===== config.mk =====
export PLATFORM = sky130hd
export DESIGN_NAME = dmem_arbiter
export DESIGN_NICKNAME = d
export VERILOG_FILES = /design/src/rtl/dmem_pkg.sv /design/src/rtl/dmem_arb_pick.sv /design/src/rtl/dmem_arbiter.sv
export SDC_FILE = /design/constraint.sdc
export NUM_CORES = 1
export LEC_CHECK = 0
export ABC_AREA = 1
export BUFFER_PORTS_ARGS = -buffer_cell sky130_fd_sc_hd__buf_2
export CAP_MARGIN = 20
export CORE_ASPECT_RATIO = 0.6
export CORE_UTILIZATION = 37
export DETAILED_ROUTE_END_ITERATION = 8
export GPL_TIMING_DRIVEN = 0
export PLACE_DENSITY_LB_ADDON = 0.25
export SYNTH_ARGS = -nofsm -noshare
export SYNTH_HDL_FRONTEND = slang
export SYNTH_HIERARCHICAL = 1
export SYNTH_SLANG_ARGS = --single-unit

===== constraint.sdc =====
create_clock -name clk -period 2.8 [get_ports clk]
set_input_delay 0.42 -clock clk [delete_from_list [all_inputs] [get_ports clk]]
set_output_delay 0.42 -clock clk [all_outputs]
set_load 0.02 [all_outputs]

===== src/rtl/dmem_pkg.sv =====
// Shared definitions for the data-memory arbiter: FSM encodings, port indices,
// default memory placement and the address range helpers.
package dmem_pkg;

    localparam logic [1:0]  ST_IDLE            = 2'd0;
    localparam logic [1:0]  ST_ACCESS          = 2'd1;
    localparam logic [1:0]  ST_RESP            = 2'd2;

    localparam logic        PORT_CPU           = 1'b0;
    localparam logic        PORT_DBG           = 1'b1;

    localparam logic [31:0] DMEM_BASE_DEFAULT  = 32'h0000_1000;
    localparam int          DEPTH_LOG2_DEFAULT = 14;

    localparam logic [3:0]  WAIT_CNT_SAT       = 4'd15;

    typedef struct packed {
        logic        we;
        logic [31:0] addr;
        logic [31:0] wdata;
        logic [3:0]  be;
    } dmem_req_t;

    // Byte offset from the memory base; bit 32 set means the address lies below the base.
    function automatic logic [32:0] dmem_offset(input logic [31:0] addr, input logic [31:0] base);
        return {1'b0, addr & 32'hFFFF_FFFC} - {1'b0, base};
    endfunction

    function automatic logic dmem_in_range(input logic [32:0] offset, input int depth_log2);
        logic [32:0] limit;
        limit = 33'd4 << depth_log2;
        return (offset[32] == 1'b0) && (offset < limit);
    endfunction

endpackage


===== src/rtl/dmem_arb_pick.sv =====
// Winner selection for the two data-memory requesters. Default build: fixed
// priority with a starvation counter; DMEM_ARB_ROUND_ROBIN_EN selects round robin.
module dmem_arb_pick
    import dmem_pkg::*;
#(
    parameter int MAX_WAIT = 4
) (
    input  logic clk,
    input  logic reset_n,
    input  logic decide,
    input  logic cpu_req,
    input  logic dbg_req,
    output logic grant_valid,
    output logic grant_port
);

`ifdef DMEM_ARB_ROUND_ROBIN_EN

    logic rr_r;

    // Ties go to whichever port did not win the previous grant.
    always_comb begin
        grant_valid = cpu_req | dbg_req;
        if (cpu_req && dbg_req) begin
            grant_port = rr_r ? PORT_DBG : PORT_CPU;
        end else if (dbg_req) begin
            grant_port = PORT_DBG;
        end else begin
            grant_port = PORT_CPU;
        end
    end

    // Pointer holds 1 when the debug port owns the next tie.
    always_ff @(posedge clk or negedge reset_n) begin
        if (!reset_n) begin
            rr_r <= 1'b0;
        end else if (decide && grant_valid) begin
            rr_r <= (grant_port == PORT_CPU);
        end else begin
            rr_r <= rr_r;
        end
    end

`else

    localparam logic [3:0] MAX_WAIT_C = 4'(MAX_WAIT);

    logic [3:0] wait_cnt_r;
    logic       starved_s;

    // CPU wins ties unless the debug port has lost MAX_WAIT decisions in a row.
    always_comb begin
        starved_s   = (wait_cnt_r >= MAX_WAIT_C);
        grant_valid = cpu_req | dbg_req;
        if (dbg_req && (!cpu_req || starved_s)) begin
            grant_port = PORT_DBG;
        end else begin
            grant_port = PORT_CPU;
        end
    end

    // Count consecutive debug losses; only IDLE decisions move the counter.
    always_ff @(posedge clk or negedge reset_n) begin
        if (!reset_n) begin
            wait_cnt_r <= 4'd0;
        end else if (decide) begin
            if (!dbg_req || (grant_port == PORT_DBG)) begin
                wait_cnt_r <= 4'd0;
            end else if (wait_cnt_r != WAIT_CNT_SAT) begin
                wait_cnt_r <= wait_cnt_r + 4'd1;
            end else begin
                wait_cnt_r <= wait_cnt_r;
            end
        end else begin
            wait_cnt_r <= wait_cnt_r;
        end
    end

`endif

endmodule


===== src/rtl/dmem_arbiter.sv =====
// Shares the single-port data SPRAM between the CPU load/store port and the debug
// port; one transaction per three cycles. Arbitration policy follows DMEM_ARB_ROUND_ROBIN_EN.
module dmem_arbiter
    import dmem_pkg::*;
#(
    parameter logic [31:0] DMEM_BASE  = DMEM_BASE_DEFAULT,
    parameter int          DEPTH_LOG2 = DEPTH_LOG2_DEFAULT,
    parameter int          MAX_WAIT   = 4
) (
    input  logic                  clk,
    input  logic                  reset_n,

    input  logic                  cpu_req,
    input  logic                  cpu_we,
    input  logic [31:0]           cpu_addr,
    input  logic [31:0]           cpu_wdata,
    input  logic [3:0]            cpu_be,
    output logic [31:0]           cpu_rdata,
    output logic                  cpu_ack,
    output logic                  cpu_err,
    output logic                  cpu_stall,

    input  logic                  dbg_req,
    input  logic                  dbg_we,
    input  logic [31:0]           dbg_addr,
    input  logic [31:0]           dbg_wdata,
    input  logic [3:0]            dbg_be,
    output logic [31:0]           dbg_rdata,
    output logic                  dbg_ack,
    output logic                  dbg_err,

    output logic [DEPTH_LOG2-1:0] mem_addr,
    output logic [31:0]           mem_wdata,
    output logic [3:0]            mem_be,
    output logic                  mem_we,
    output logic                  mem_cs,
    input  logic [31:0]           mem_rdata
);

    logic                  decide_s;
    logic                  grant_valid_s;
    logic                  grant_port_s;
    dmem_req_t             sel_req_s;
    logic [32:0]           offset_s;
    logic                  in_range_s;
    logic [DEPTH_LOG2-1:0] word_idx_s;

    logic [1:0]            state_r;
    logic                  winner_r;
    logic                  in_range_r;
    logic                  rd_r;

    logic [DEPTH_LOG2-1:0] mem_addr_r;
    logic [31:0]           mem_wdata_r;
    logic [3:0]            mem_be_r;
    logic                  mem_we_r;
    logic                  mem_cs_r;

    logic                  cpu_ack_r;
    logic                  cpu_err_r;
    logic                  cpu_rsel_r;
    logic                  dbg_ack_r;
    logic                  dbg_err_r;
    logic                  dbg_rsel_r;

    assign decide_s = (state_r == ST_IDLE);

    dmem_arb_pick #(
        .MAX_WAIT    (MAX_WAIT)
    ) u_pick (
        .clk         (clk),
        .reset_n     (reset_n),
        .decide      (decide_s),
        .cpu_req     (cpu_req),
        .dbg_req     (dbg_req),
        .grant_valid (grant_valid_s),
        .grant_port  (grant_port_s)
    );

    // Select the winning port's request and translate its byte address to a word index.
    always_comb begin
        if (grant_port_s == PORT_DBG) begin
            sel_req_s = {dbg_we, dbg_addr, dbg_wdata, dbg_be};
        end else begin
            sel_req_s = {cpu_we, cpu_addr, cpu_wdata, cpu_be};
        end
        offset_s   = dmem_offset(sel_req_s.addr, DMEM_BASE);
        in_range_s = dmem_in_range(offset_s, DEPTH_LOG2);
        word_idx_s = offset_s[DEPTH_LOG2+1:2];
    end

    // IDLE -> ACCESS -> RESP: the memory strobe is registered at grant so it is
    // live during ACCESS, and the ack is registered on leaving ACCESS so it lines
    // up with the SPRAM's one-cycle read data.
    always_ff @(posedge clk or negedge reset_n) begin
        if (!reset_n) begin
            state_r     <= ST_IDLE;
            winner_r    <= PORT_CPU;
            in_range_r  <= 1'b0;
            rd_r        <= 1'b0;
            mem_addr_r  <= {DEPTH_LOG2{1'b0}};
            mem_wdata_r <= 32'h0;
            mem_be_r    <= 4'b0000;
            mem_we_r    <= 1'b0;
            mem_cs_r    <= 1'b0;
            cpu_ack_r   <= 1'b0;
            cpu_err_r   <= 1'b0;
            cpu_rsel_r  <= 1'b0;
            dbg_ack_r   <= 1'b0;
            dbg_err_r   <= 1'b0;
            dbg_rsel_r  <= 1'b0;
        end else begin
            case (state_r)
                ST_IDLE: begin
                    if (grant_valid_s) begin
                        state_r     <= ST_ACCESS;
                        winner_r    <= grant_port_s;
                        in_range_r  <= in_range_s;
                        rd_r        <= ~sel_req_s.we;
                        mem_cs_r    <= in_range_s;
                        mem_we_r    <= in_range_s & sel_req_s.we;
                        mem_addr_r  <= in_range_s ? word_idx_s : {DEPTH_LOG2{1'b0}};
                        mem_wdata_r <= in_range_s ? sel_req_s.wdata : 32'h0;
                        mem_be_r    <= (in_range_s && sel_req_s.we) ? sel_req_s.be : 4'b0000;
                    end else begin
                        state_r     <= ST_IDLE;
                    end
                end
                ST_ACCESS: begin
                    state_r     <= ST_RESP;
                    mem_cs_r    <= 1'b0;
                    mem_we_r    <= 1'b0;
                    mem_addr_r  <= {DEPTH_LOG2{1'b0}};
                    mem_wdata_r <= 32'h0;
                    mem_be_r    <= 4'b0000;
                    cpu_ack_r   <= (winner_r == PORT_CPU);
                    dbg_ack_r   <= (winner_r == PORT_DBG);
                    cpu_err_r   <= (winner_r == PORT_CPU) & ~in_range_r;
                    dbg_err_r   <= (winner_r == PORT_DBG) & ~in_range_r;
                    cpu_rsel_r  <= (winner_r == PORT_CPU) & in_range_r & rd_r;
                    dbg_rsel_r  <= (winner_r == PORT_DBG) & in_range_r & rd_r;
                end
                ST_RESP: begin
                    state_r    <= ST_IDLE;
                    cpu_ack_r  <= 1'b0;
                    dbg_ack_r  <= 1'b0;
                    cpu_err_r  <= 1'b0;
                    dbg_err_r  <= 1'b0;
                    cpu_rsel_r <= 1'b0;
                    dbg_rsel_r <= 1'b0;
                end
                default: begin
                    state_r     <= ST_IDLE;
                    mem_cs_r    <= 1'b0;
                    mem_we_r    <= 1'b0;
                    mem_be_r    <= 4'b0000;
                    cpu_ack_r   <= 1'b0;
                    dbg_ack_r   <= 1'b0;
                    cpu_err_r   <= 1'b0;
                    dbg_err_r   <= 1'b0;
                    cpu_rsel_r  <= 1'b0;
                    dbg_rsel_r  <= 1'b0;
                end
            endcase
        end
    end

    // Read data comes straight from the SPRAM, gated by the registered select.
    assign cpu_rdata = cpu_rsel_r ? mem_rdata : 32'h0;
    assign dbg_rdata = dbg_rsel_r ? mem_rdata : 32'h0;
    assign cpu_ack   = cpu_ack_r;
    assign cpu_err   = cpu_err_r;
    assign dbg_ack   = dbg_ack_r;
    assign dbg_err   = dbg_err_r;
    assign cpu_stall = cpu_req & ~cpu_ack_r;

    assign mem_addr  = mem_addr_r;
    assign mem_wdata = mem_wdata_r;
    assign mem_be    = mem_be_r;
    assign mem_we    = mem_we_r;
    assign mem_cs    = mem_cs_r;

endmodule


After elaboration in Yosys (flattened, before gate mapping) --
Cells that the tools add are included.
Operators by class: add/sub/neg operators 2, magnitude comparators 2, eq/ne operators 4, muxes and demuxes 27, bitwise logic cells 15, reduce and logical (&&, ||, !) cells 14
Operators by type and width (number):
- $mux W32 | 4
- $mux W69 | 1
- $pmux W32 S2 | 1
- $lt A33 B17 Y1 const B | 1
- $sub A32 B13 Y33 const B | 1
- $mux W14 | 2
- $pmux W14 S2 | 1
- $mux W4 | 4
- $pmux W1 S2 | 8
- $and A1 B1 Y1 | 8
- $pmux W4 S2 | 1
- $reduce_and A2 Y1 | 4
- $not A1 Y1 | 6
- $add A4 B1 Y4 const B | 1
- $ge A4 B3 Y1 const B | 1
- $mux W1 | 4
- $ne A4 B4 Y1 const B | 1
- $pmux W2 S2 | 1
- $reduce_bool A2 Y1 | 2
- $logic_and A1 B1 Y1 | 3
- $eq A2 B1 Y1 const B | 1
- $eq A2 B2 Y1 const B | 1
- $logic_not A1 Y1 | 2
- $logic_not A2 Y1 | 1
- 3 further kinds | 4
Word-level totals: flip-flop bits (word level) 67, input bits 174, logic and storage cells 80

Longest topological paths before layout --
Gate-level depths: netlist of run 1.
word-level depth 12, gate-level depth with buffers 21, depth with buffers taken out 18

Hierarchy --
The synthesis of run 1 kept the hierarchy.
By module, submodules not included:
- dmem_arbiter | instances 1, cells each 808, area each 4792.1 um^2, seq. area each 1576.5 um^2
- dmem_arb_pick | instances 1, cells each 22, area each 200.2 um^2, seq. area each 100.1 um^2

Worst setup path after synthesis of run 1 --
OpenSTA, ideal clock, no wires.
path kind reg2reg, start register u_pick.wait_cnt_r[3], end register mem_be_r[0], in the netlist mem_be[0], setup time 0.065 ns, arrival time 2.436 ns, data required time 2.735 ns, slack 0.299 ns, cell stages (with the launch flop) 22, clock period less this slack 2.501 ns, cell sequence dfrtp_1 -> nor2_1 -> a21boi_0 -> buf_6 -> inv_4 -> buf_6 -> nand2_1 -> nand2_2 -> ha_1 -> nand3_1 -> nor2_4 -> nand3_2 -> nand2_1 -> nand2_1 -> nor2_1 -> nand2_1 -> nor2_1 -> nand2_1 -> nor2_4 -> buf_6 -> nand4_1 -> nand2_1
Between the ends: word-level cells in the longest chain between the ends 12, elaborated cells between the ends (all ways) 13, classes of those cells add/sub (1); order compare (2); mux (5); bitwise (1); reduce/logical (4)
Ends and longest elaborated chain:
- start, declared | line dmem_arb_pick.sv:48 | logic [3:0] wait_cnt_r;
- start signal, assigned | line dmem_arb_pick.sv:70 | wait_cnt_r <= wait_cnt_r + 4'd1;
- start signal, assigned | line dmem_arb_pick.sv:72 | wait_cnt_r <= wait_cnt_r;
- start signal, assigned | line dmem_arb_pick.sv:75 | wait_cnt_r <= wait_cnt_r;
- $ge A4 B3 Y1 (*) | line dmem_arb_pick.sv:53 | starved_s = (wait_cnt_r >= MAX_WAIT_C);
- $logic_or A1 B1 Y1 (*) | line dmem_arb_pick.sv:55 | if (dbg_req && (!cpu_req || starved_s)) begin
- $logic_and A1 B1 Y1 (*) | line dmem_arb_pick.sv:55
- $mux W1 (*) | line dmem_arb_pick.sv:55
- net grant_port_s | line dmem_arbiter.sv:42 | logic grant_port_s;
- $mux W69 (*) | line dmem_arbiter.sv:82 | if (grant_port_s == PORT_DBG) begin
- $sub A32 B13 Y33 | line dmem_pkg.sv:26 | return {1'b0, addr & 32'hFFFF_FFFC} - {1'b0, base};
- $lt A33 B17 Y1 or $not A1 Y1 (tied branches) | line dmem_pkg.sv:32 | return (offset[32] == 1'b0) && (offset < limit);
- $logic_and A1 B1 Y1 | line dmem_pkg.sv:32
- $logic_and A1 B1 Y1 | line dmem_arbiter.sv:124 | mem_be_r <= (in_range_s && sel_req_s.we) ? sel_req_s.be : 4'b0000;
- $mux W4 (*) | line dmem_arbiter.sv:124
- $mux W4 (*) | line dmem_arbiter.sv:115 | if (grant_valid_s) begin
- $pmux W4 S2 (*) | line dmem_arbiter.sv:113 | case (state_r)
- end signal, assigned | line dmem_arbiter.sv:124
- end, declared | line dmem_arbiter.sv:55 | logic [3:0] mem_be_r;
The timed path passes the listed nets; every way through them passes the cells marked *. The select of a mux whose other input is x is not followed. A chain may end at the register's enable or synchronous reset.

Worst setup path in the final report of run 1 --
start register u_pick.wait_cnt_r[2], end register mem_addr_r[7], in the netlist mem_addr[7]
Between the ends: word-level cells in the longest chain between the ends 11, elaborated cells between the ends (all ways) 12, classes of those cells add/sub (1); order compare (2); mux (5); bitwise (1); reduce/logical (3)
Ends and longest elaborated chain:
- $ge A4 B3 Y1 (*) | line dmem_arb_pick.sv:53
- $logic_or A1 B1 Y1 (*) | line dmem_arb_pick.sv:55
- $logic_and A1 B1 Y1 (*) | line dmem_arb_pick.sv:55
- $mux W1 (*) | line dmem_arb_pick.sv:55
- net grant_port_s | line dmem_arbiter.sv:42
- $mux W69 (*) | line dmem_arbiter.sv:82
- $sub A32 B13 Y33 (*) | line dmem_pkg.sv:26
- $lt A33 B17 Y1 or $not A1 Y1 (tied branches) | line dmem_pkg.sv:32
- $logic_and A1 B1 Y1 | line dmem_pkg.sv:32
- $mux W14 (*) | line dmem_arbiter.sv:122 | mem_addr_r <= in_range_s ? word_idx_s : {DEPTH_LOG2{1'b0}};
- $mux W14 (*) | line dmem_arbiter.sv:115
- $pmux W14 S2 (*) | line dmem_arbiter.sv:113
- end signal, assigned | line dmem_arbiter.sv:101 | mem_addr_r <= {DEPTH_LOG2{1'b0}};
- end signal, assigned | line dmem_arbiter.sv:122
- end signal, assigned | line dmem_arbiter.sv:133 | mem_addr_r <= {DEPTH_LOG2{1'b0}};
- end, declared | line dmem_arbiter.sv:53 | logic [DEPTH_LOG2-1:0] mem_addr_r;
Marked as above.

==> metrics.txt, run 1 <==
status=finished, violations left; failing checks=design-rule violations, negative setup slack; most common cell after layout, fill and taps aside=nand2_1; Via Count=6206; root buffer cell=clkbuf_16; die height=92.0 um; layout cells sized above 1=between 30% and 40%; Post-Route WL=between 15000 and 20000 um; flop-to-flop setup slack=-1 ps; routed vias/inst=4.63; Layout Nets=roughly 1.3k; syn_area_per_cell=approximately 6 sq um; gate count after technology mapping=830; HPWL after detailed placement=about 14000 um; headroom to the max-slew limit=35.6%; Cell Count Post-Placement=approximately 1.3k; Post-CTS Hold Buffers=0; Area contributors post-synth=dfrtp_1, nand2_1, inv_1, nand4_1, nor2_1; syn nets=between 1k and 1.5k; synth-to-layout area growth=49.0%; Slew Limit Fails=0; CTS clock-pin slew for the worst setup and hold paths=60 ps; utilization after layout=57.2%; Max Fclk=between 300 and 400 MHz; worst skew pair latency=between 300 and 400 ps; Leak=about 0.0051 uW; DR WL/cell=around 14 um; R2R depth=19; Synthesis Warnings=6; worst hold slack=about 220 ps; Setup violations, final=1; gpl congestion=between 0.9 and 1; Critical Path RT=3070 ps; share of the synthesized area in the top cell type=between 30% and 40%; Period minus WS final=roughly 2800 ps; Worst VDD drop=between 0.3 and 0.4 mV; final worst slack=-1.45 ps; initial antenna violation count=0; CTS tree=done; DRC=34; hold crit path type=in2async; critical path class=reg2reg; Die ar.=roughly 14000 sq um; Final Hold Fails=0; core area=roughly 13000 sq um; clk sinks=between 60 and 70; worst slew pin tran=about 960 ps; Routed Antenna Nets=0; #FFs+latches synth=67; Synth cell types=28; TNS Setup=-1.45 ps; die width=152 um; post-synthesis sequential area ratio=roughly 34%; H-tree depth=3; gr ovfl total=0; cell area after synthesis=around 5000 sq um; critical path peak fanout=10; total iterations of the first detailed-routing run=7; Reg2Reg Launch Point=u_pick/wait_cnt_r[2]$_DFFE_PN0P_; Worst Path Arrival=3070 ps; number of enable flip-flop cells after synthesis=0; number of global-route vias before repair=5669; port bufs=290; Ant. Diodes=0; Iter 0 DRT Violations=367; fin crit share=100%; Synth async-reset ratio=between 90% and 100%; non-filler cells, final=1339; first-pass GRT wire length=~29000 um; Tot GR Track Use=between 20% and 30%; cts bufs inserted=9; crit end category=flop; Startpoint Class=flop; number of max-cap violations=0; pwr dens=between 400 and 500 nW/um^2; unrepaired setup endpoints after global routing=yes; # IOs=between 200 and 300; largest net degree at the start of global routing=just under 70; commonest non-fill, non-tap cells in the layout=nand2_1, buf_2, inv_1; Critical Path Start=u_pick/wait_cnt_r[2]$_DFFE_PN0P_; dominant cell type by area after synthesis=dfrtp_1; R2R Path End=mem_addr[7]$_DFFE_PN0P_; Row Count=32; Top FF cell, synth=dfrtp_1; clk buf depth=2; Starting Density=38.4%; Worst Skew=about 6.2 ps
[cell type report]
| class | count | area, sq um |
|---|---|---|
| tap | 170 | 213 |
| sequential | 67 | 1680 |
| clock buffer | 13 | 260 |
| buffer | 44 | 322 |
| fill | 1298 | 5580 |
| clock inverter | 2 | 35.0 |
| timing repair buffer | 325 | 1800 |
| inverter | 115 | 437 |
| multi-input combinational | 603 | 2700 |
[metal layers]
metal	wire length (um)	global-route usage, %	vias up
met5	0	0	-
met3	1470	6.71	26
met1	8530	35.9	2735
met4	276	6.55	0
li1	-	-	3177
met2	8400	43.1	268
[metrics by stage]
step / setup WS (ps) / total power, uW / cell area (sq um)
final: -1.45 / 3460 / 7440
after detailed placement: -411 / 2230 / 6660
after global placement: -423 / 2230 / 6660
after global routing: -103 / 3670 / 7440
after CTS: -23.4 / 3450 / 7280
after floorplan: 299 / 1770 / 4990
[critical path, stage by stage, from the launching register on]
cell and delay [ps]:
dfrtp_1 410, nor2_4 60, a21boi_4 140, buf_12 150, inv_6 40, buf_8 110
buf_6 140, nand2_2 60, nand2_2 90, nor2_4 170, nand2_2 80, nor2_4 210
nand3_1 150, a21oi_2 170, nand2_1 100, nor2_4 110, buf_12 140, buf_8 140
nand4_1 140, nand2_1 100
[report_power, final]
group / switching, uW / leakage (uW) / internal, uW / total, uW
combinational: 849 / 0.00398 / 384 / 1230
clock: 415 / 0.000146 / 732 / 1150
sequential: 44.3 / 0.000925 / 1040 / 1080
[kinds of logic (layout without fill, tap and decap cells)]
kind of cell | after synthesis | count (layout) | share of synthesized area (%)
flops | 67 | 67 | 33.6
compound gates | 24 | 24 | 2.58
xor+xnor | 5 | 5 | 0.877
buf+inv | 160 | 499 | 14.2
fa+ha+maj | 2 | 2 | 0.501
simple gates | 572 | 572 | 48.2
[synth_stat cells (5+ instances only)]
cell type  instances
nor2_1            44
nor3_1             7
o21ai_0           12
buf_2             10
clkbuf_1          19
nand2_2           10
dfrtp_1           67
nand3_1           16
buf_6             12
a21oi_1            5
nor2_4             7
nand4_1           51
nand2_1          429
inv_1            114
[worst max path at each step]
stage,to,depth (start not counted)
after global placement,mem_addr[7]$_DFFE_PN0P_,20
final,mem_addr[7]$_DFFE_PN0P_,19
after global routing,mem_addr[7]$_DFFE_PN0P_,19
after floorplan,mem_be[0]$_DFFE_PN0P_,21
after CTS,mem_addr[7]$_DFFE_PN0P_,18
after detailed placement,mem_addr[7]$_DFFE_PN0P_,20
[registers in the layout, indices dropped and copies added, names as in the netlist, 2 cells and up]
register / flops
mem_addr: 14
mem_be: 4
state_r: 2
u_pick/wait_cnt_r: 4
mem_wdata: 32
[timing repair]
item | 4_1_cts | 5_1_grt
setup endpoints to repair | 53 | 56
hold endpoints to repair | 0 | 0
buffers inserted | 31 | 5
gates resized for setup | 13 | 37
gates cloned | 1 | 1
pin swaps | 11 | 20
Note: power is estimated with default switching activity, not from simulation.
==> run 2, diff against run 1 <==
--- a/config.mk
+++ b/config.mk
@@ -5,7 +5,6 @@
 export SDC_FILE = /design/constraint.sdc
 export NUM_CORES = 1
 export LEC_CHECK = 0
-export ABC_AREA = 1
 export BUFFER_PORTS_ARGS = -buffer_cell sky130_fd_sc_hd__buf_2
 export CAP_MARGIN = 20
 export CORE_ASPECT_RATIO = 0.6
==> metrics.txt, run 2 <==
Area contributors post-synth=dfrtp_1, mux2i_1, and2_1, o21ai_0, nand2_1 (was dfrtp_1, nand2_1, inv_1, nand4_1, nor2_1); H-tree depth=3 (unchanged); critical path class=reg2reg (unchanged); clk sinks=67 (unchanged); Final Hold Fails=0 (unchanged); Synth async-reset ratio=100% (unchanged); Max Fclk=359 MHz (was 357 MHz); first-pass GRT wire length=20800 um (was 29100 um); share of the synthesized area in the top cell type=42.5% (was 33.6%); Starting Density=39.1% (was 38.4%); #FFs+latches synth=67 (unchanged); commonest non-fill, non-tap cells in the layout=buf_2, dfrtp_1, and2_1 (was nand2_1, buf_2, inv_1); root buffer cell=clkbuf_16 (unchanged); Startpoint Class=flop (unchanged); Post-Route WL=14100 um (was 18700 um); die width=135 um (was 152 um); Synth cell types=46 (was 28); initial antenna violation count=0 (unchanged); worst hold slack=198 ps (was 223 ps); Tot GR Track Use=24.5% (was 26.7%); headroom to the max-slew limit=38.7% (was 35.6%); core area=10100 sq um (was 13000 sq um); Setup violations, final=0 (was 1); Post-CTS Hold Buffers=0 (unchanged); cts bufs inserted=9 (unchanged); dominant cell type by area after synthesis=dfrtp_1 (unchanged); gr ovfl total=0 (unchanged); number of enable flip-flop cells after synthesis=0 (unchanged); most common cell after layout, fill and taps aside=buf_2 (was nand2_1); unrepaired setup endpoints after global routing=yes (unchanged); fin crit share=99.5% (was 100%); Routed Antenna Nets=0 (unchanged); Ant. Diodes=0 (unchanged); pwr dens=483 nW/um^2 (was 465 nW/um^2); Via Count=4356 (was 6206); Die ar.=11100 sq um (was 14000 sq um); critical path peak fanout=6 (was 10); total iterations of the first detailed-routing run=4 (was 7); gate count after technology mapping=421 (was 830); DRC=0 (was 34); layout cells sized above 1=53.4% (was 34.3%); Iter 0 DRT Violations=161 (was 367); port bufs=290 (unchanged); syn nets=597 (was 1006); post-route cell area=6580 sq um (was 7440 sq um); Row Count=28 (was 32); # IOs=295 (unchanged); worst skew pair latency=330 ps (about the same); clk buf depth=2 (unchanged); Top FF cell, synth=dfrtp_1 (unchanged); die height=81.9 um (was 92.0 um); top cell types by occurrence after synthesis=dfrtp_1, and2_1, nand2_1 (was nand2_1, inv_1, dfrtp_1); cell area after synthesis=3940 sq um (was 4990 sq um); non-filler cells, final=895 (was 1339); Period minus WS final=2790 ps (was 2800 ps); Critical Path RT=3040 ps (was 3070 ps); Worst VDD drop=0.357 mV (was 0.335 mV); gpl congestion=0.865 (was 0.950); DR WL/cell=15.7 um (was 13.9 um); fill cell total of the finished layout=860 (was 1298); CTS clock-pin slew for the worst setup and hold paths=60 ps (about the same); Synthesis Warnings=6 (unchanged); post-synthesis sequential area ratio=42.5% (was 33.6%); Layout Nets=931 (was 1341); crit end category=flop (unchanged); Worst Path Arrival=3030 ps (was 3070 ps); hold crit path type=in2async (unchanged); Worst Skew=5.66 ps (was 6.23 ps); Leak=0.00357 uW (was 0.00505 uW); dpl cell area=5630 sq um (was 6660 sq um); number of max-cap violations=0 (unchanged); most common cell in the netlist=dfrtp_1 (was nand2_1); worst slew pin tran=914 ps (was 962 ps); syn_area_per_cell=9.36 sq um (was 6.01 sq um); largest net degree at the start of global routing=68 (unchanged); Cell Count Post-Placement=846 (was 1290); Slew Limit Fails=0 (unchanged); max FFs per register=32 (unchanged); routed vias/inst=4.87 (was 4.63); CTS tree=done (unchanged); HPWL after detailed placement=10300 um (was 14100 um); status=finished, final reports clean (was finished, violations left); synth-to-layout area growth=67.0% (was 49.0%); number of global-route vias before repair=4077 (was 5669); utilization after layout=65.2% (was 57.2%)
==> run 2: changes by cell type in the layout (fill, tap and decap cells not counted), moves of 13 or more <==
cell	change
o21ai_2	+25
nand2_1	-362
inv_1	-109
nand2_2	-14
nand4_1	-50
o21ai_1	+13
mux2i_1	+57
nor2_1	-30
and2_1	+64
==> run 2: cell families (layout without fill, tap and decap cells) <==
family                     count (synthesis)  after routing  synth area share, %
muxes                                     61             61                 15.6
DFF                                       67             67                 42.5
adders and majority gates                  2              2                0.635
buffers and inverters                     32            369                 3.49
AOI/OAI and AO/OA                         74             74                 10.9
xor gates and xnor gates                   8              8                 1.78
and+or+nand+nor                          177            179                 25.0
==> run 2: final timing paths <==
kind / from / endpoint / slack [ps] / cells past startpoint
hold / removal: reset_n / mem_wdata[2]$_DFFE_PN0P_ / 200 / 1
min in group clk: cpu_wdata[14] / mem_wdata[14]$_DFFE_PN0P_ / 370 / 3
setup reg to reg: u_pick/wait_cnt_r[3]$_DFFE_PN0P_ / mem_wdata[3]$_DFFE_PN0P_ / 10 / 15
hold reg to reg: mem_cs$_DFFE_PN0P_ / mem_cs$_DFFE_PN0P_ / 470 / 2
setup / recovery: u_pick/wait_cnt_r[3]$_DFFE_PN0P_ / mem_wdata[3]$_DFFE_PN0P_ / 10 / 15
max in group asynchronous: reset_n / mem_wdata[25]$_DFFE_PN0P_ / 2040 / 1
==> run 2: layout make-up <==
| type | count | area, sq um | area share, % |
|---|---|---|---|
| multi-input cells | 324 | 2430 | 36.9 |
| flip-flops and latches | 67 | 1680 | 25.5 |
| inverters | 6 | 22.5 | 0.342 |
| well taps | 135 | 169 | 2.57 |
| clock buffers | 9 | 225 | 3.42 |
| repair buffers | 322 | 1730 | 26.3 |
| clock inverters | 7 | 124 | 1.88 |
| plain buffers | 25 | 201 | 3.06 |
==> run 2: power by group <==
part           internal, uW  leakage (uW)  switching (uW)
sequential             1040      0.000925            39.3
combinational           297       0.00248             498
clock                   877      0.000167             430
==> run 2: critical path, stage by stage, from the launching register on <==
cell      delay (ps)
dfrtp_1          390
nor2_2           150
a21boi_4          80
buf_6            140
buf_12           120
buf_12           120
mux2_4           300
inv_2             70
ha_4             150
o21ai_4           70
xor2_1           200
nor3_4           230
buf_4            160
nand4_4          160
clkbuf_8         210
o21ai_0          150
==> run 2: per-stage QoR <==
step	setup TNS (ps)	setup WS [ps]	power, uW
finish	0	14.5	3180
global route	-4440	-150	3340
CTS	0	9.31	3180
detailed placement	-45580	-953	1820
global placement	-44540	-888	1790
floorplan	-5660	-122	1500
==> run 2: metal layers <==
metal / up-vias / part of all wire [%] / global-route usage [%] / wire, um
met3: 10 / 5.6 / 4.14 / 784
met1: 2069 / 46 / 33.9 / 6490
met2: 152 / 48 / 40.6 / 6700
met5: - / 0 / 0 / 0
met4: 0 / 0.82 / 4.94 / 116
li1: 2125 / - / - / -
==> run 2: what timing repair did <==
action                                 CTS  global route
endpoints found under the hold margin    0             0
buffers inserted                        19             8
setup endpoints to repair               53            53
resized for setup                       52            65
gates cloned                             7             0
pin swaps                                9            26
==> run 3, diff against run 2 <==
--- a/config.mk
+++ b/config.mk
@@ -14,5 +14,4 @@
 export PLACE_DENSITY_LB_ADDON = 0.25
 export SYNTH_ARGS = -nofsm -noshare
 export SYNTH_HDL_FRONTEND = slang
-export SYNTH_HIERARCHICAL = 1
 export SYNTH_SLANG_ARGS = --single-unit
==> metrics.txt, run 3 <==
met1 WL=7490 um (was 6490 um); WL met2=8220 um (was 6700 um); post-route cell area=7350 sq um (was 6580 sq um); Post-Route WL=17300 um (was 14100 um); synth-to-layout area growth=54.3% (was 67.0%); die width=149 um (was 135 um); Iter 0 DRT Violations=240 (was 161); crit end category=flop (unchanged); Critical Path Slowest Stage Cell=or4_4 (was dfrtp_1); clk buf depth=2 (unchanged); first-pass GRT wire length=26500 um (was 20800 um); Critical Path RT=3010 ps (was 3040 ps); Top Layer Used=met4 (unchanged); unrepaired setup endpoints after global routing=yes (unchanged); worst slew pin tran=1120 ps (was 914 ps); Leak=0.00387 uW (was 0.00357 uW); clk sinks=67 (unchanged); Via Count=5511 (was 4356); status=finished, violations left (was finished, final reports clean); Setup crit end=mem_wdata[3]$_DFFE_PN0P_ (unchanged); Worst VDD drop=0.284 mV (was 0.357 mV); most common cell after layout, fill and taps aside=buf_2 (unchanged); headroom to the max-slew limit=25.3% (was 38.7%); worst hold slack=207 ps (was 198 ps); total iterations of the first detailed-routing run=4 (unchanged); HPWL after detailed placement=13100 um (was 10300 um); max FFs per register=32 (unchanged); hold crit path type=in2async (unchanged); DRC=0 (unchanged); Power, Total=3040 uW (was 3180 uW); syn_area_per_cell=7.71 sq um (was 9.36 sq um); dominant cell type by area after synthesis=dfrtp_1 (unchanged); cts bufs inserted=9 (unchanged); Crit path largest cell delay=500 ps (was 390 ps); # IOs=295 (unchanged); most common cell in the netlist=nand2_1 (was dfrtp_1); dpl cell area=6500 sq um (was 5630 sq um); Row Count=31 (was 28); Synth cell types=51 (was 46); number of max-cap violations=0 (unchanged); Critical Path Start=u_pick.wait_cnt_r[2]$_DFFE_PN0P_ (was u_pick/wait_cnt_r[3]$_DFFE_PN0P_); worst skew pair latency=320 ps (was 330 ps); post-synthesis sequential area ratio=35.2% (was 42.5%); Slew Limit Fails=0 (unchanged); gate count after technology mapping=618 (was 421); critical path peak fanout=5 (was 6); Worst Skew=5.65 ps (was 5.66 ps); Die ar.=13400 sq um (was 11100 sq um); root buffer cell=clkbuf_16 (unchanged); number of global-route vias before repair=5047 (was 4077); CTS clock-pin slew for the worst setup and hold paths=50 ps (was 60 ps); worst-path cell chain=or3b_1 > buf_6 > nand2_8 > clkbuf_16 > mux2i_4 > ha_4 > buf_4 > or3b_4 > or4_4 > and3_4 > a32oi_2 > mux2i_4 > buf_12 > clkbuf_16 > nand3_1 > o21ai_2 (was nor2_2 > a21boi_4 > buf_6 > buf_12 > buf_12 > mux2_4 > inv_2 > ha_4 > o21ai_4 > xor2_1 > nor3_4 > buf_4 > nand4_4 > clkbuf_8 > o21ai_0); Startpoint Class=flop (unchanged); failing checks=negative setup slack; Area contributors post-synth=dfrtp_1, nand2_1, o21ai_2, and2_1, nand3_1 (was dfrtp_1, mux2i_1, and2_1, o21ai_0, nand2_1); Tot GR Track Use=25.5% (was 24.5%); Post-CTS Hold Buffers=0 (unchanged); share of the synthesized area in the top cell type=35.2% (was 42.5%); H-tree depth=3 (unchanged); CTS tree=done (unchanged); Synth async-reset ratio=100% (unchanged); critical path class=reg2reg (unchanged); R2R depth=16 (was 15); non-filler cells, final=1108 (was 895); die height=89.9 um (was 81.9 um); core area=12300 sq um (was 10100 sq um); port bufs=290 (unchanged); gpl congestion=0.936 (was 0.865); number of enable flip-flop cells after synthesis=0 (unchanged); Final Hold Fails=0 (unchanged); final worst slack=-929 ps (was 14.5 ps); Reg2Reg Launch Point=u_pick.wait_cnt_r[2]$_DFFE_PN0P_ (was u_pick/wait_cnt_r[3]$_DFFE_PN0P_); Layout Nets=1114 (was 931); gr ovfl total=0 (unchanged); Cell Count Post-Placement=1073 (was 846); top cell types by occurrence after synthesis=nand2_1, dfrtp_1, and2_1 (was dfrtp_1, and2_1, nand2_1); Period minus WS final=3730 ps (was 2790 ps); Synthesis Warnings=0 (was 6); layout cells sized above 1=47.7% (was 53.4%); fin crit share=133% (was 99.5%); R2R Path End=mem_wdata[3]$_DFFE_PN0P_ (unchanged); commonest non-fill, non-tap cells in the layout=buf_2, nand2_1, dfrtp_1 (was buf_2, dfrtp_1, and2_1); routed vias/inst=4.97 (was 4.87); pwr dens=414 nW/um^2 (was 483 nW/um^2); syn nets=794 (was 597); Setup violations, final=53 (was 0); initial antenna violation count=0 (unchanged); flop-to-flop setup slack=-930 ps (was 10 ps); Starting Density=38.8% (was 39.1%); cell area after synthesis=4760 sq um (was 3940 sq um); Worst Path Arrival=3940 ps (was 3030 ps); Ant. Diodes=0 (unchanged); #FFs+latches synth=67 (unchanged); Routed Antenna Nets=0 (unchanged); WL met3=1440 um (was 784 um); largest net degree at the start of global routing=68 (unchanged); Top FF cell, synth=dfrtp_1 (unchanged); Max Fclk=268 MHz (was 359 MHz); DR WL/cell=15.6 um (was 15.7 um)
-- run 3: report_power, final --
part           switching [uW]  total, uW  internal (uW)  leakage [uW]
Sequential               59.5       1090           1030      0.000925
Combinational             568        899            331       0.00281
Clock                     406       1050            644      0.000135
Total                    1030       3040           2010       0.00387
-- run 3: critical path: cells and delay by family, from the launching register on --
family | cells | cell delay, ps
simple gates | 6 | 1690
compound gates | 2 | 270
mux | 2 | 400
flops | 1 | 370
buf+inv | 5 | 720
fa+ha+maj | 1 | 170
-- run 3: final cells by class --
| cell class | instances | area (sq um) |
|---|---|---|
| Inverter | 6 | 22.5 |
| Sequential cell | 67 | 1680 |
| Clock buffer | 12 | 256 |
| Multi-Input combinational cell | 505 | 3160 |
| Tap cell | 165 | 206 |
| Timing Repair Buffer | 310 | 1680 |
| Clock inverter | 4 | 25.0 |
| Buffer | 39 | 324 |
| Fill cell | 1166 | 4940 |
-- run 3: per-stage QoR --
step	util, %	setup slack (ps)	TNS (ps)
after floorplan	-	-927	-48270
after global placement	52.9	-1740	-90150
after detailed placement	52.9	-1810	-93460
after CTS	58.5	-850	-43590
after global routing	59.8	-1030	-52770
final	59.8	-929	-47460
-- run 3: worst min path at each step --
stage                                   start                         to
floorplan                             reset_n        cpu_ack$_DFFE_PN0N_
global placement      mem_addr[7]$_DFFE_PN0P_    mem_addr[7]$_DFFE_PN0P_
detailed placement  mem_wdata[30]$_DFFE_PN0P_  mem_wdata[30]$_DFFE_PN0P_
CTS                                   reset_n  mem_wdata[16]$_DFFE_PN0P_
global route                          reset_n  mem_wdata[17]$_DFFE_PN0P_
finish                                reset_n  mem_wdata[16]$_DFFE_PN0P_
-- run 3: kinds of logic after synthesis --
logic type | after synthesis | synth area share (%)
xor gates and xnor gates | 7 | 1.29
DFF | 67 | 35.2
adders and majority gates | 2 | 0.525
AOI/OAI and AO/OA | 93 | 15.5
buffers and inverters | 46 | 4.83
muxes | 12 | 2.86
and+or+nand+nor | 391 | 39.8
-- run 3: metal layers --
layer	vias to the layer above	global-route usage, %
li1	2740	-
met1	2542	34.5
met2	216	41.0
met3	13	6.40
met4	0	4.64
met5	-	0
-- run 3: repair_timing --
| action | CTS | global route |
|---|---|---|
| endpoints found under the setup margin | 53 | 54 |
| cloned | 1 | 2 |
| pin swaps | 10 | 5 |
| buffers inserted | 14 | 3 |
| resized for setup | 52 | 22 |
